## src/rtl/types.sv

```systemverilog
// Shared type definitions for the integer pipeline: ALU operation classes,
// divider operation codes, divider FSM states and the divider step count.
package types;

    typedef enum logic [3:0] {
        ALUOP_ADD,
        ALUOP_SUB,
        ALUOP_LOGIC,
        ALUOP_SHIFT,
        ALUOP_CMP,
        ALUOP_MUL,
        ALUOP_DIV
    } rv32_aluop;

    // Encoding matches funct3[1:0] of the M-extension divide group.
    typedef enum logic [1:0] {
        DIVOP_DIV  = 2'b00,
        DIVOP_DIVU = 2'b01,
        DIVOP_REM  = 2'b10,
        DIVOP_REMU = 2'b11
    } rv32_divop;

    typedef enum logic [1:0] {
        IDLE,
        CALC,
        FIXUP,
        DONE
    } div_state_t;

    localparam int DIV_STEPS = 32;

endpackage

```

## src/rtl/div_unit.sv

```systemverilog
// Iterative radix-2 restoring divider for DIV/DIVU/REM/REMU.
// Optional macro DIV_EARLY_OUT_EN: divide-by-zero and signed overflow skip the iteration.
module div_unit
    import types::*;
(
    input  logic        i_clk,
    input  logic        i_rst,
    input  logic        i_valid,
    output logic        o_ready,
    input  logic [2:0]  i_funct3,
    input  logic [31:0] i_op_a,
    input  logic [31:0] i_op_b,
    input  logic        i_flush,
    output logic        o_valid,
    input  logic        i_ready,
    output logic [31:0] o_result,
    output logic        o_busy
);

    div_state_t  state_q, state_d;
    logic [5:0]  cnt_q, cnt_d;
    rv32_divop   op_q, op_d;
    logic [31:0] quo_q, quo_d;
    logic [31:0] dvsr_q, dvsr_d;
    logic [32:0] rem_q, rem_d;
    logic        negq_q, negq_d;
    logic        negr_q, negr_d;
    logic [31:0] result_q, result_d;

    rv32_divop   in_op;
    logic        in_signed;
    logic        a_neg;
    logic        b_neg;
    logic        b_zero;
    logic [33:0] diff;
    logic [31:0] q_fix;
    logic [31:0] r_fix;
`ifdef DIV_EARLY_OUT_EN
    logic        ovf;
    logic [31:0] early_res;
`endif

    always_comb begin
        state_d  = state_q;
        cnt_d    = cnt_q;
        op_d     = op_q;
        quo_d    = quo_q;
        dvsr_d   = dvsr_q;
        rem_d    = rem_q;
        negq_d   = negq_q;
        negr_d   = negr_q;
        result_d = result_q;

        // funct3 values 0xx fall back to DIVU
        in_op     = i_funct3[2] ? rv32_divop'(i_funct3[1:0]) : DIVOP_DIVU;
        in_signed = (in_op == DIVOP_DIV) || (in_op == DIVOP_REM);
        a_neg     = in_signed & i_op_a[31];
        b_neg     = in_signed & i_op_b[31];
        b_zero    = (i_op_b == 32'd0);

        // Shift in the next dividend bit and trial-subtract; bit 33 is the borrow.
        diff  = {rem_q, quo_q[31]} - {2'b00, dvsr_q};
        q_fix = negq_q ? (32'd0 - quo_q) : quo_q;
        r_fix = negr_q ? (32'd0 - rem_q[31:0]) : rem_q[31:0];

`ifdef DIV_EARLY_OUT_EN
        ovf       = in_signed && (i_op_a == 32'h8000_0000) && (i_op_b == 32'hFFFF_FFFF);
        early_res = 32'd0;
        if (in_op == DIVOP_REM || in_op == DIVOP_REMU) begin
            early_res = b_zero ? i_op_a : 32'd0;
        end else begin
            early_res = b_zero ? 32'hFFFF_FFFF : 32'h8000_0000;
        end
`endif

        case (state_q)
            IDLE: begin
                if (i_valid && !i_flush) begin
                    op_d    = in_op;
                    quo_d   = a_neg ? (32'd0 - i_op_a) : i_op_a;
                    dvsr_d  = b_neg ? (32'd0 - i_op_b) : i_op_b;
                    rem_d   = 33'd0;
                    cnt_d   = 6'd0;
                    // An all-ones quotient from a zero divisor must never be negated.
                    negq_d  = (a_neg ^ b_neg) & ~b_zero;
                    negr_d  = a_neg;
                    state_d = CALC;
`ifdef DIV_EARLY_OUT_EN
                    if (b_zero || ovf) begin
                        result_d = early_res;
                        state_d  = DONE;
                    end
`endif
                end
            end
            CALC: begin
                quo_d = {quo_q[30:0], ~diff[33]};
                rem_d = diff[33] ? {rem_q[31:0], quo_q[31]} : diff[32:0];
                cnt_d = cnt_q + 6'd1;
                if (cnt_q == 6'(DIV_STEPS - 1)) begin
                    state_d = FIXUP;
                end
            end
            FIXUP: begin
                result_d = (op_q == DIVOP_REM || op_q == DIVOP_REMU) ? r_fix : q_fix;
                state_d  = DONE;
            end
            DONE: begin
                if (i_ready) begin
                    state_d = IDLE;
                end
            end
            default: state_d = IDLE;
        endcase

        if (i_flush) begin
            state_d = IDLE;
        end
    end

    always_ff @(posedge i_clk or posedge i_rst) begin
        if (i_rst) begin
            state_q  <= IDLE;
            cnt_q    <= 6'd0;
            op_q     <= DIVOP_DIVU;
            quo_q    <= 32'd0;
            dvsr_q   <= 32'd0;
            rem_q    <= 33'd0;
            negq_q   <= 1'b0;
            negr_q   <= 1'b0;
            result_q <= 32'd0;
        end else begin
            state_q  <= state_d;
            cnt_q    <= cnt_d;
            op_q     <= op_d;
            quo_q    <= quo_d;
            dvsr_q   <= dvsr_d;
            rem_q    <= rem_d;
            negq_q   <= negq_d;
            negr_q   <= negr_d;
            result_q <= result_d;
        end
    end

    assign o_ready  = (state_q == IDLE) && !i_flush;
    assign o_busy   = (state_q != IDLE);
    assign o_valid  = (state_q == DONE);
    assign o_result = o_valid ? result_q : 32'd0;

endmodule

```

## config.mk

```make
export PLATFORM = sky130hd
export DESIGN_NAME = div_unit
export DESIGN_NICKNAME = d
export VERILOG_FILES = /design/src/rtl/types.sv /design/src/rtl/div_unit.sv
export SDC_FILE = /design/constraint.sdc
export NUM_CORES = 1
export LEC_CHECK = 0
export ABC_CLOCK_PERIOD_IN_PS = 8650
export BUFFER_PORTS_ARGS = -buffer_cell sky130_fd_sc_hd__buf_2
export CAP_MARGIN = 20
export CORE_MARGIN = 3
export CORE_UTILIZATION = 50
export CTS_BUF_LIST = sky130_fd_sc_hd__clkbuf_8
export CTS_CLUSTER_DIAMETER = 120
export CTS_CLUSTER_SIZE = 25
export DETAILED_ROUTE_END_ITERATION = 7
export PLACE_DENSITY_LB_ADDON = 0.12
export SLEW_MARGIN = 20
export SYNTH_ARGS = -nofsm -noshare
export SYNTH_HDL_FRONTEND = slang
export SYNTH_SLANG_ARGS = --single-unit
export TNS_END_PERCENT = 5
```

## constraint.sdc

```tcl
create_clock -name i_clk -period 8.65 [get_ports i_clk]
set_input_delay 1.2975 -clock i_clk [delete_from_list [all_inputs] [get_ports i_clk]]
set_output_delay 1.2975 -clock i_clk [all_outputs]
set_load 0.02 [all_outputs]
```

# After elaboration in Yosys (flattened, before gate mapping)
# Index checks and enable logic that the tools add are counted.
[totals]
register_bits = 141
out_inout_bits = 35
wordCells = 64
[classes]
add_sub_neg = 6
n_eq_ne = 11
n_mux = 19
n_bitwise = 6
n_reduce_logical = 13
[ops]
columns = ["cell", "n"]
rows = [
  ["two-way mux 32 bit", 7],
  ["subtractor 1 x 32 -> 32 bit, first input constant", 4],
  ["two-way mux 33 bit", 2],
  ["case mux 33 bit (2 select lines)", 1],
  ["case mux 32 bit (2 select lines)", 1],
  ["subtractor 34 x 32 -> 34 bit", 1],
  ["zero test 32 bit", 1],
  ["case mux 6 bit (2 select lines)", 1],
  ["== test 2 bit, second input constant", 5],
  ["two-way mux 2 bit", 5],
  ["case mux 2 bit (4 select lines)", 1],
  ["adder 6 x 1 -> 6 bit, second input constant", 1],
  ["== test 6 x 5 -> 1 bit, second input constant", 1],
  ["two-way mux 6 bit", 1],
  ["!= test 3 bit, second input constant", 2],
  ["zero test 2 bit", 2],
  ["AND reduction 2 bit", 2],
  ["nonzero test 2 bit", 2],
  ["bitwise AND 1 bit", 3],
  ["!= test 3 x 2 -> 1 bit, second input constant", 1],
  ["AND reduction 3 bit", 1],
  ["== test 2 x 1 -> 1 bit, second input constant", 1],
  ["logical AND 1 bit", 2],
  ["logical OR 1 bit", 2],
  ["4 further kinds", 5],
]

# Longest topological paths before layout
# Gate-level depths: netlist of the first run.
[logic_depth]
depth_word = 7
depth_mapped = 13
ltp_nobuf = 13

# Worst setup path after synthesis of the first run
# Ideal clock, no wire load.
[synth_path]
path_kind = "register -> register"
start = "register quo_q[31]"
end = "register rem_q[32]"
setup_ns = 0.069
arrival_time_ns = 3.142
slack_ns = 5.439
stages_incl_launch_ff = 14
n_path_buf = 0
synth_period_minus_slack_ns = 3.211
path_cell_list = "dfrtp_1 -> inv_1 -> ha_1 -> inv_1 -> fa_1 -> a21o_1 -> a221o_1 -> o221ai_1 -> o221ai_1 -> a211oi_1 -> nand3_1 -> a31o_2 -> or3_1 -> nand3_1"
[synth_via]
elab_chain_len = 3
[synth_rtl]
columns = ["item", "line_no", "text"]
rows = [
  ["start: declaration", "div_unit.sv:23", "logic [31:0] quo_q, quo_d;"],
  ["start signal: assignment", "div_unit.sv:136", "quo_q <= quo_d;"],
  ["subtractor 34 x 32 -> 34 bit", "div_unit.sv:62", "diff = {rem_q, quo_q[31]} - {2'b00, dvsr_q};"],
  ["two-way mux 33 bit", "div_unit.sv:98", "rem_d = diff[33] ? {rem_q[31:0], quo_q[31]} : diff[32:0];"],
  ["case mux 33 bit (2 select lines)", "div_unit.sv:76", "case (state_q)"],
  ["end signal: assignment", "div_unit.sv:138", "rem_q <= rem_d;"],
  ["end: declaration", "div_unit.sv:25", "logic [32:0] rem_q, rem_d;"],
]
# Every way passes these cells.
# A chain may end at the register's enable or synchronous reset.

# Worst setup path in the final report of the first run
# Ends and elaborated chain as after synthesis.

==> impl_metrics.ini, run 1 <==
[outcome]
outcome = finished, final reports clean

[synth]
synth-compound-area-share_pct = 24.2
synthTopCellsByArea = dfrtp_1, xor2_1, o21ai_0
synthMuxAreaShare_pct = 1.73
synth-edff-count = 0
yosys.area_share.xor_xnor_pct = 12.2
ys_warn_count = 0
yosysSeqAreaShare_pct = 33.1
synth_area_um2 = 10600
synth_cell_type_count = 68
synth_top_family_by_area = compound AO/OA/AOI/OAI gates
synth_commonest_cells = nand2_1, dfrtp_1, o21ai_0
syn_area_per_cell_um2 = 8.14
synthesis.nets = 1415
synth_fa_ha_area_share_pct = 5.03
synthArstFlopShare_pct = 100
netlist_instances = 1301
synth_top_area_share_pct = 33.1
yosys.area.top_type = dfrtp_1
synth_ff_type = dfrtp_1
ys_ff_latch = 140
synthMostInstantiatedCell = nand2_1
synth-simple-area-share_pct = 18.7

[critical_path]
endpoint_kind = flop
rr_worst_depth = 13
cp-start-kind = flop
r2r-end = rem_q[32]
worstPathRequired_ns = 9.04
cp_max_fo = 5
crit_path_end = rem_q[32]
worstPathArrival_ns = 4.36
rr_startpoint = quo_q[31]
reg2reg_slack_ns = 4.69
cp-startpoint = quo_q[31]
crit_type = reg -> reg

[placed_design]
dp_cells = 1620
dp_hpwl_mm = 20.1
port_buffers = 106
gp_congestion = 0.901

[sta]
slew-limit-headroom_pct = 28.7
clock_skew_ns = 0.0121
fin_crit_sh_pct = 45.8
holdWs_ns = 0.483
tightest_slew_ns = 1.07
finalSetupViolCount = 0
drv_slew = 0
grt_setup_unrepaired = no
hold_viol_final = 0
max_freq_ghz = 0.252
fin_tns_setup_ns = 0
fin_crit_ns = 3.96

[finish]
fin_nets = 1484
regArea_um2 = 3500
multi_input_area_um2 = 6600
diodes = 0
layout-drive-gt1-share_pct = 13.2
area_growth_pct = 11.4
stdcell_count = 1652
n_fill_cell = 1969

[clock_network]
cts.clk_slew.worst_paths_ns = 0.08
post_cts_buffers = 0
cts_hold_buf = 0
cts_inserted_buffers = 17
root_buffer = clkbuf_8
clock_latency_ns = 0.46
post_cts_resized = 0
clock-sinks = 140
htreeDepth = 4
tritoncts = built
cts.path.max_buffers = 2

[detailed_routing]
vias = 9662
wirelength_mm = 27.6
avgRoutedWirePerCell_um = 16.7
drt_iter0_drc = 657
route.detailed.drc = 0
drt-vias-per-instance = 5.85
final_antenna_net_count = 0
drtPass1Iterations = 5

[floorplan]
io_pins = 107
die_y_um = 152
dieArea_um2 = 23000
core_region_area_um2 = 20500
initial_core_util_pct = 51.7
placementRows = 52
die_x_um = 152

[worst_hold_path]
hold_path.class = reg -> reg

[global_route]
grt_remaining_overflow = 0
grt_usage_pct = 24.4
grt_pass1_wl_mm = 45.1
antenna_found_initial = 0
grt_max_degree = 81
grt_pass1_vias = 9099

[power_and_ir_drop]
ir_worst_vdd_mv = 0.639
p_leak_uw = 0.00518
power_density_nw_per_um2 = 424
power_uw = 5000

[job]
drv_cap = 0
-- flip-flops by register name, summed over array words and instances (netlist names) --
name      flops
rem_q        33
dvsr_q       32
negr_q        1
cnt_q         6
negq_q        1
quo_q        32
result_q     32
op_q          1
state_q       2
-- per-layer routing --
metal	global-route usage, %	share of wire [%]	up-vias
met5	0	0	-
met4	7.10	2.3	0
met3	3.90	3.9	41
met2	39.0	48	203
met1	34.3	46	4650
li1	-	-	4768
-- layout make-up --
| type | count | share of cell area [%] |
|---|---|---|
| inverters | 73 | 2.37 |
| clock buffers | 18 | 2.10 |
| flip-flops and latches | 140 | 29.7 |
| multi-input cells | 1023 | 55.9 |
| well taps | 270 | 2.87 |
| repair buffers | 115 | 5.14 |
| clock inverters | 13 | 1.88 |
-- report_power, final --
part	switching, uW	leakage [uW]	internal (uW)
Combinational	1880	0.00315	1180
Sequential	360	0.00179	941
Clock	264	0.000238	376
Total	2500	0.00518	2490
-- worst min-delay path by stage --
stage                           from         end  slack [ns]  depth (start not counted)
after floorplan           dvsr_q[10]  dvsr_q[10]        0.45                          2
after global placement    dvsr_q[19]  dvsr_q[19]        0.47                          2
after detailed placement   dvsr_q[5]   dvsr_q[5]        0.47                          2
after CTS                  dvsr_q[5]   dvsr_q[5]        0.49                          2
after global routing       dvsr_q[8]   dvsr_q[8]        0.51                          2
final                      dvsr_q[5]   dvsr_q[5]        0.48                          2
-- worst max-delay path: stages, from the launching register on --
cell      delay (ns)
dfrtp_1         0.38
inv_1           0.16
ha_1            0.22
inv_1           0.06
fa_1            0.41
a21o_1          0.19
a221o_1         0.32
o221ai_1        0.48
o221ai_1        0.29
a211oi_1        0.52
nand3_1         0.14
a31o_2          0.28
or3_1           0.35
nand3_1         0.09
-- metrics by stage --
stage / utilization [%] / setup WS [ns] / instance area [um^2]
global route: 57.5 / 4.52 / 11800
floorplan: - / 3.60 / 10600
finish: 57.5 / 4.69 / 11800
CTS: 57.4 / 4.71 / 11800
detailed placement: 55.1 / 4.24 / 11300
global placement: 55.1 / 4.31 / 11300
-- layout by cell type (no fill, tap or decap), drive strengths merged, types with 7 or more instances in the layout --
cell type    n
nand2b      21
o221ai      10
inv         72
o41ai       18
nor4        13
and3         7
nand3       36
or3         16
a21o        17
clkinv       7
nor2        94
clkbuf      18
xnor2       66
a22oi        9
o22ai       14
and2        20
xor2        81
o31ai       28
nand4        9
dfrtp      140
nand2      151
a21oi       92
o311ai      15
or4         14
mux2i       10
a211oi       7
o21ai      139
ha          41
mux2         7
buf        115
o211ai      21
nor3        15
-- cells by family after synthesis --
kind of cell,Yosys count
AO/OA/AOI/OAI,403
flip-flops,140
adder cells (fa/ha/maj),42
AND/OR/NAND/NOR,414
multiplexers,17
buffers and inverters,138
XOR/XNOR,147
(Power assumes the default switching activity.)
==> inputs of run 2 (changes only) <==
--- a/config.mk
+++ b/config.mk
@@ -5,7 +5,7 @@
 export SDC_FILE = /design/constraint.sdc
 export NUM_CORES = 1
 export LEC_CHECK = 0
-export ABC_CLOCK_PERIOD_IN_PS = 8650
+export ABC_CLOCK_PERIOD_IN_PS = 4000
 export BUFFER_PORTS_ARGS = -buffer_cell sky130_fd_sc_hd__buf_2
 export CAP_MARGIN = 20
 export CORE_MARGIN = 3
==> constraint.sdc (replaced) <==
create_clock -name i_clk -period 4 [get_ports i_clk]
set_input_delay 0.6 -clock i_clk [delete_from_list [all_inputs] [get_ports i_clk]]
set_output_delay 0.6 -clock i_clk [all_outputs]
set_load 0.02 [all_outputs]
==> run 2 against run 1 <==
Net effect:
- sequential share of layout area decreased by 0.23 points
- setup slack got worse by 4.4 ns
- critical path depth increased by 1
- core utilization is 0.44 points higher
- largest cell class unchanged
- via count up 0.32%
- largest power group unchanged
==> impl_metrics.ini, run 2 (same netlist as run 1, synthesis figures left out) <==
[detailed_routing]
drtPass1Iterations = 5
drt_iter0_drc = 579
avgRoutedWirePerCell_um = 16.9
final_antenna_net_count = 0
vias = 9693
route.detailed.drc = 0
drt-vias-per-instance = 5.81
wirelength_mm = 28.2

[worst_hold_path]
hold_path.class = in -> async

[global_route]
grt_usage_pct = 24.7
grt_pass1_vias = 9071
grt_remaining_overflow = 0
grt_pass1_wl_mm = 45.6
grt_max_degree = 79
antenna_found_initial = 0

[critical_path]
worstPathRequired_ns = 4.39
crit_type = reg -> reg
worstPathArrival_ns = 4.05
endpoint_kind = flop
cp_max_fo = 3
cp-start-kind = flop

[sta]
finalSetupViolCount = 0
max_freq_ghz = 0.273
fin_crit_sh_pct = 91.7
clock_skew_ns = 0.0100
holdWs_ns = 0.247
drv_slew = 0
fin_tns_setup_ns = 0
tightest_slew_ns = 1.07
grt_setup_unrepaired = no
hold_viol_final = 0
slew-limit-headroom_pct = 28.8
fin_crit_ns = 3.67

[clock_network]
tritoncts = built
clock_latency_ns = 0.45
post_cts_buffers = 0
cts_hold_buf = 0
clock-sinks = 140
root_buffer = clkbuf_8
htreeDepth = 4
post_cts_resized = 0
cts_inserted_buffers = 17
cts.clk_slew.worst_paths_ns = 0.08
cts.path.max_buffers = 2

[floorplan]
io_pins = 107
core_region_area_um2 = 20500
dieArea_um2 = 23000
die_y_um = 152
die_x_um = 152
initial_core_util_pct = 51.7
placementRows = 52

[finish]
layout-drive-gt1-share_pct = 14.1
mostFrequentLayoutCell = nand2_1
largest_reg_flops = 33
area_growth_pct = 12.2
layout_common_cells = nand2_1, dfrtp_1, o21ai_0, buf_2, nor2_1
top_register = rem_q
stdcell_area_um2 = 11900
n_fill_cell = 1942
fin_nets = 1499
diodes = 0

[power_and_ir_drop]
p_leak_uw = 0.00523
ir_worst_vdd_mv = 0.798
power_density_nw_per_um2 = 916

[placed_design]
gp_congestion = 0.890
place_area_um2 = 11400
port_buffers = 106
dp_hpwl_mm = 20.9

[outcome]
outcome = finished, final reports clean

[job]
drv_cap = 0
run 2: cell type report:
class	count	area [um^2]	area share, %
clock inverters	15	224	1.89
clock buffers	17	234	1.97
well taps	270	338	2.84
flip-flops and latches	140	3500	29.5
multi-input cells	1023	6580	55.4
repair buffers	130	727	6.12
inverters	73	278	2.34
run 2: final timing paths:
| path | from | slack, ns | depth (start not counted) | to |
|---|---|---|---|---|
| min | i_rst | 0.25 | 2 | dvsr_q[9] |
| max reg2reg | quo_q[31] | 0.33 | 14 | rem_q[32] |
| max in group asynchronous | i_rst | 2.87 | 3 | quo_q[11] |
| min in group i_clk | i_flush | 0.32 | 2 | state_q[1] |
| max | quo_q[31] | 0.33 | 14 | rem_q[32] |
| min reg2reg | dvsr_q[6] | 0.48 | 2 | dvsr_q[6] |
run 2: metrics by stage:
step | power (uW) | util, % | setup slack, ns | cells
floorplan | 7710 | - | 0.789 | 1301
finish | 10900 | 58.0 | 0.334 | 1668
global route | 11800 | 58.0 | 0.0135 | 1668
global placement | 9350 | 55.7 | 0.354 | 1635
detailed placement | 9470 | 55.7 | 0.381 | 1636
CTS | 10900 | 58.0 | 0.344 | 1668
run 2: per-layer routing:
metal	global-route usage, %	part of all wire, %	routed length, um
met5	0	0	0
met4	7.46	2.6	722
met3	3.72	3.6	1000
met2	39.3	47	13400
met1	35.0	46	13100
run 2: where the power goes:
group | internal, uW | switching, uW
Combinational | 2610 | 4140
Clock | 741 | 596
Sequential | 2030 | 759
Total | 5390 | 5490
run 2: critical path, stage by stage (launching register included):
cell	delay (ns)
dfrtp_1	0.39
inv_1	0.16
ha_1	0.21
inv_1	0.06
fa_1	0.40
a21o_1	0.20
a221o_1	0.31
o221ai_1	0.36
o221ai_1	0.29
a211oi_1	0.28
buf_4	0.17
nand3_1	0.07
a31o_2	0.25
or3_1	0.35
nand3_1	0.09
==> inputs of run 3 (changes only) <==
--- a/config.mk
+++ b/config.mk
@@ -15,6 +15,7 @@
 export CTS_CLUSTER_SIZE = 25
 export DETAILED_ROUTE_END_ITERATION = 7
 export PLACE_DENSITY_LB_ADDON = 0.12
+export RECOVER_POWER = 25
 export SLEW_MARGIN = 20
 export SYNTH_ARGS = -nofsm -noshare
 export SYNTH_HDL_FRONTEND = slang
==> run 3 against run 2 <==
Net effect:
- core utilization fell by 0.085 points
- clock power is essentially flat
- the run now ends with max-capacitance violations, max-slew violations left
- setup slack improved by 0.00074 ns
- combinational power barely moved
==> impl_metrics.ini, run 3 (same netlist as run 1, synthesis figures left out) <==
[outcome]
outcome = complete, but fails checks
violations = max-capacitance violations, max-slew violations

[sta]
max_freq_ghz = 0.273
fin_crit_sh_pct = 91.6
drv_slew = 79
hold_viol_final = 0
fin_tns_setup_ns = 0
tightest_slew_ns = 2.02
setup_slack_ns = 0.335
finalSetupViolCount = 0
fin_crit_ns = 3.67
slew-limit-headroom_pct = -34.4
clock_skew_ns = 0.00871
grt_setup_unrepaired = no

[finish]
mostFrequentLayoutCell = nand2_1
stdcell_count = 1668
fin_nets = 1499
top_register = rem_q
n_fill_cell = 1942
layout-drive-gt1-share_pct = 14.1
stdcell_area_um2 = 11900
largest_reg_flops = 33
layout_common_cells = nand2_1, dfrtp_1, o21ai_0, buf_2, nor2_1
diodes = 0
area_growth_pct = 12.1

[clock_network]
cts_hold_buf = 0
htreeDepth = 4
post_cts_buffers = 0
clock_latency_ns = 0.45
cts.path.max_buffers = 2
clock-sinks = 140
cts_inserted_buffers = 17
cts.clk_slew.worst_paths_ns = 0.08
tritoncts = built
root_buffer = clkbuf_8
post_cts_resized = 0

[critical_path]
rr_worst_depth = 14
r2r-end = rem_q[32]
worstPathArrival_ns = 4.05
reg2reg_slack_ns = 0.33
rr_startpoint = quo_q[31]
cp_max_fo = 3
worstPathRequired_ns = 4.39
crit_slowest_cell = fa_1
max_stage_delay_ns = 0.40
crit_type = reg -> reg
cp-start-kind = flop
timing.critical_path.buf_inv = 3
path_delay_family = compound AO/OA/AOI/OAI gates
endpoint_kind = flop
critical_path.cell_chain = inv_1, ha_1, inv_1, fa_1, a21o_1, a221o_1, o221ai_1, o221ai_1, a211oi_1, buf_4, nand3_1, a31o_2, or3_1, nand3_1

[floorplan]
dieArea_um2 = 23000
initial_core_util_pct = 51.7
die_y_um = 152
core_region_area_um2 = 20500
io_pins = 107
die_x_um = 152
placementRows = 52

[global_route]
grt_remaining_overflow = 0
grt_pass1_vias = 9071
grt_max_degree = 79
antenna_found_initial = 0
grt_usage_pct = 24.7
grt_pass1_wl_mm = 45.6

[detailed_routing]
wirelength_mm = 28.2
drt-vias-per-instance = 5.82
drt_iter0_drc = 562
drtPass1Iterations = 5
route.detailed.drc = 0
avgRoutedWirePerCell_um = 16.9
vias = 9707
final_antenna_net_count = 0

[worst_hold_path]
hold_end = state_q[1]
hp-start = i_flush
hold_path.class = in -> reg
whs_path_depth = 2

[power_and_ir_drop]
power_uw = 10900
ir_worst_vdd_mv = 0.797
p_leak_uw = 0.00523
power_density_nw_per_um2 = 916

[placed_design]
port_buffers = 106
place_area_um2 = 11400
dp_cells = 1636
gp_congestion = 0.890
preCtsSetupSlack_ns = 0.381
dp_hpwl_mm = 20.9

[job]
drv_cap = 1
## run 3: cell count changes in the layout (fill, tap and decap cells not counted)
cell / previous run / this run
buf_12: 1 / 0
clkinvlp_4: 5 / 4
clkinvlp_2: 0 / 1
clkbuf_2: 0 / 1
## run 3: how the worst max path moves through the flow
stage | from | to | slack (ns) | cells past startpoint
floorplan | quo_q[31] | rem_q[32] | 0.79 | 13
global placement | quo_q[31] | rem_q[32] | 0.35 | 14
detailed placement | quo_q[31] | rem_q[32] | 0.38 | 14
CTS | quo_q[31] | rem_q[32] | 0.34 | 14
global route | rem_q[0] | rem_q[23] | 0.01 | 10
finish | quo_q[31] | rem_q[32] | 0.33 | 14
## run 3: power breakdown
group	leakage, uW	internal (uW)	total, uW	switching, uW
Sequential	0.00179	2030	2790	760
Combinational	0.00322	2610	6740	4130
Clock	0.000219	741	1340	594
Total	0.00523	5390	10900	5490
## run 3: per-stage QoR
stage / utilization (%) / hold WS (ns)
finish: 57.9 / 0.326
global route: 57.9 / 0.294
CTS: 58.0 / 0.249
detailed placement: 55.7 / 0.471
global placement: 55.7 / 0.467
floorplan: - / 0.450
## run 3: metal layers
metal | vias to the layer above | share of wire, % | GRT usage, %
met1 | 4645 | 46 | 35.0
met2 | 206 | 48 | 39.3
met3 | 40 | 3.5 | 3.72
met5 | - | 0 | 0
li1 | 4816 | - | -
met4 | 0 | 2.5 | 7.46
## run 3: layout make-up
class                           count  area, um^2  share of cell area, %
Multi-Input combinational cell   1023        6580                   55.4
Sequential cell                   140        3500                   29.5
Timing Repair Buffer              130         712                   6.00
Tap cell                          270         338                   2.85
Inverter                           73         275                   2.32
Clock buffer                       17         234                   1.97
Clock inverter                     15         224                   1.89
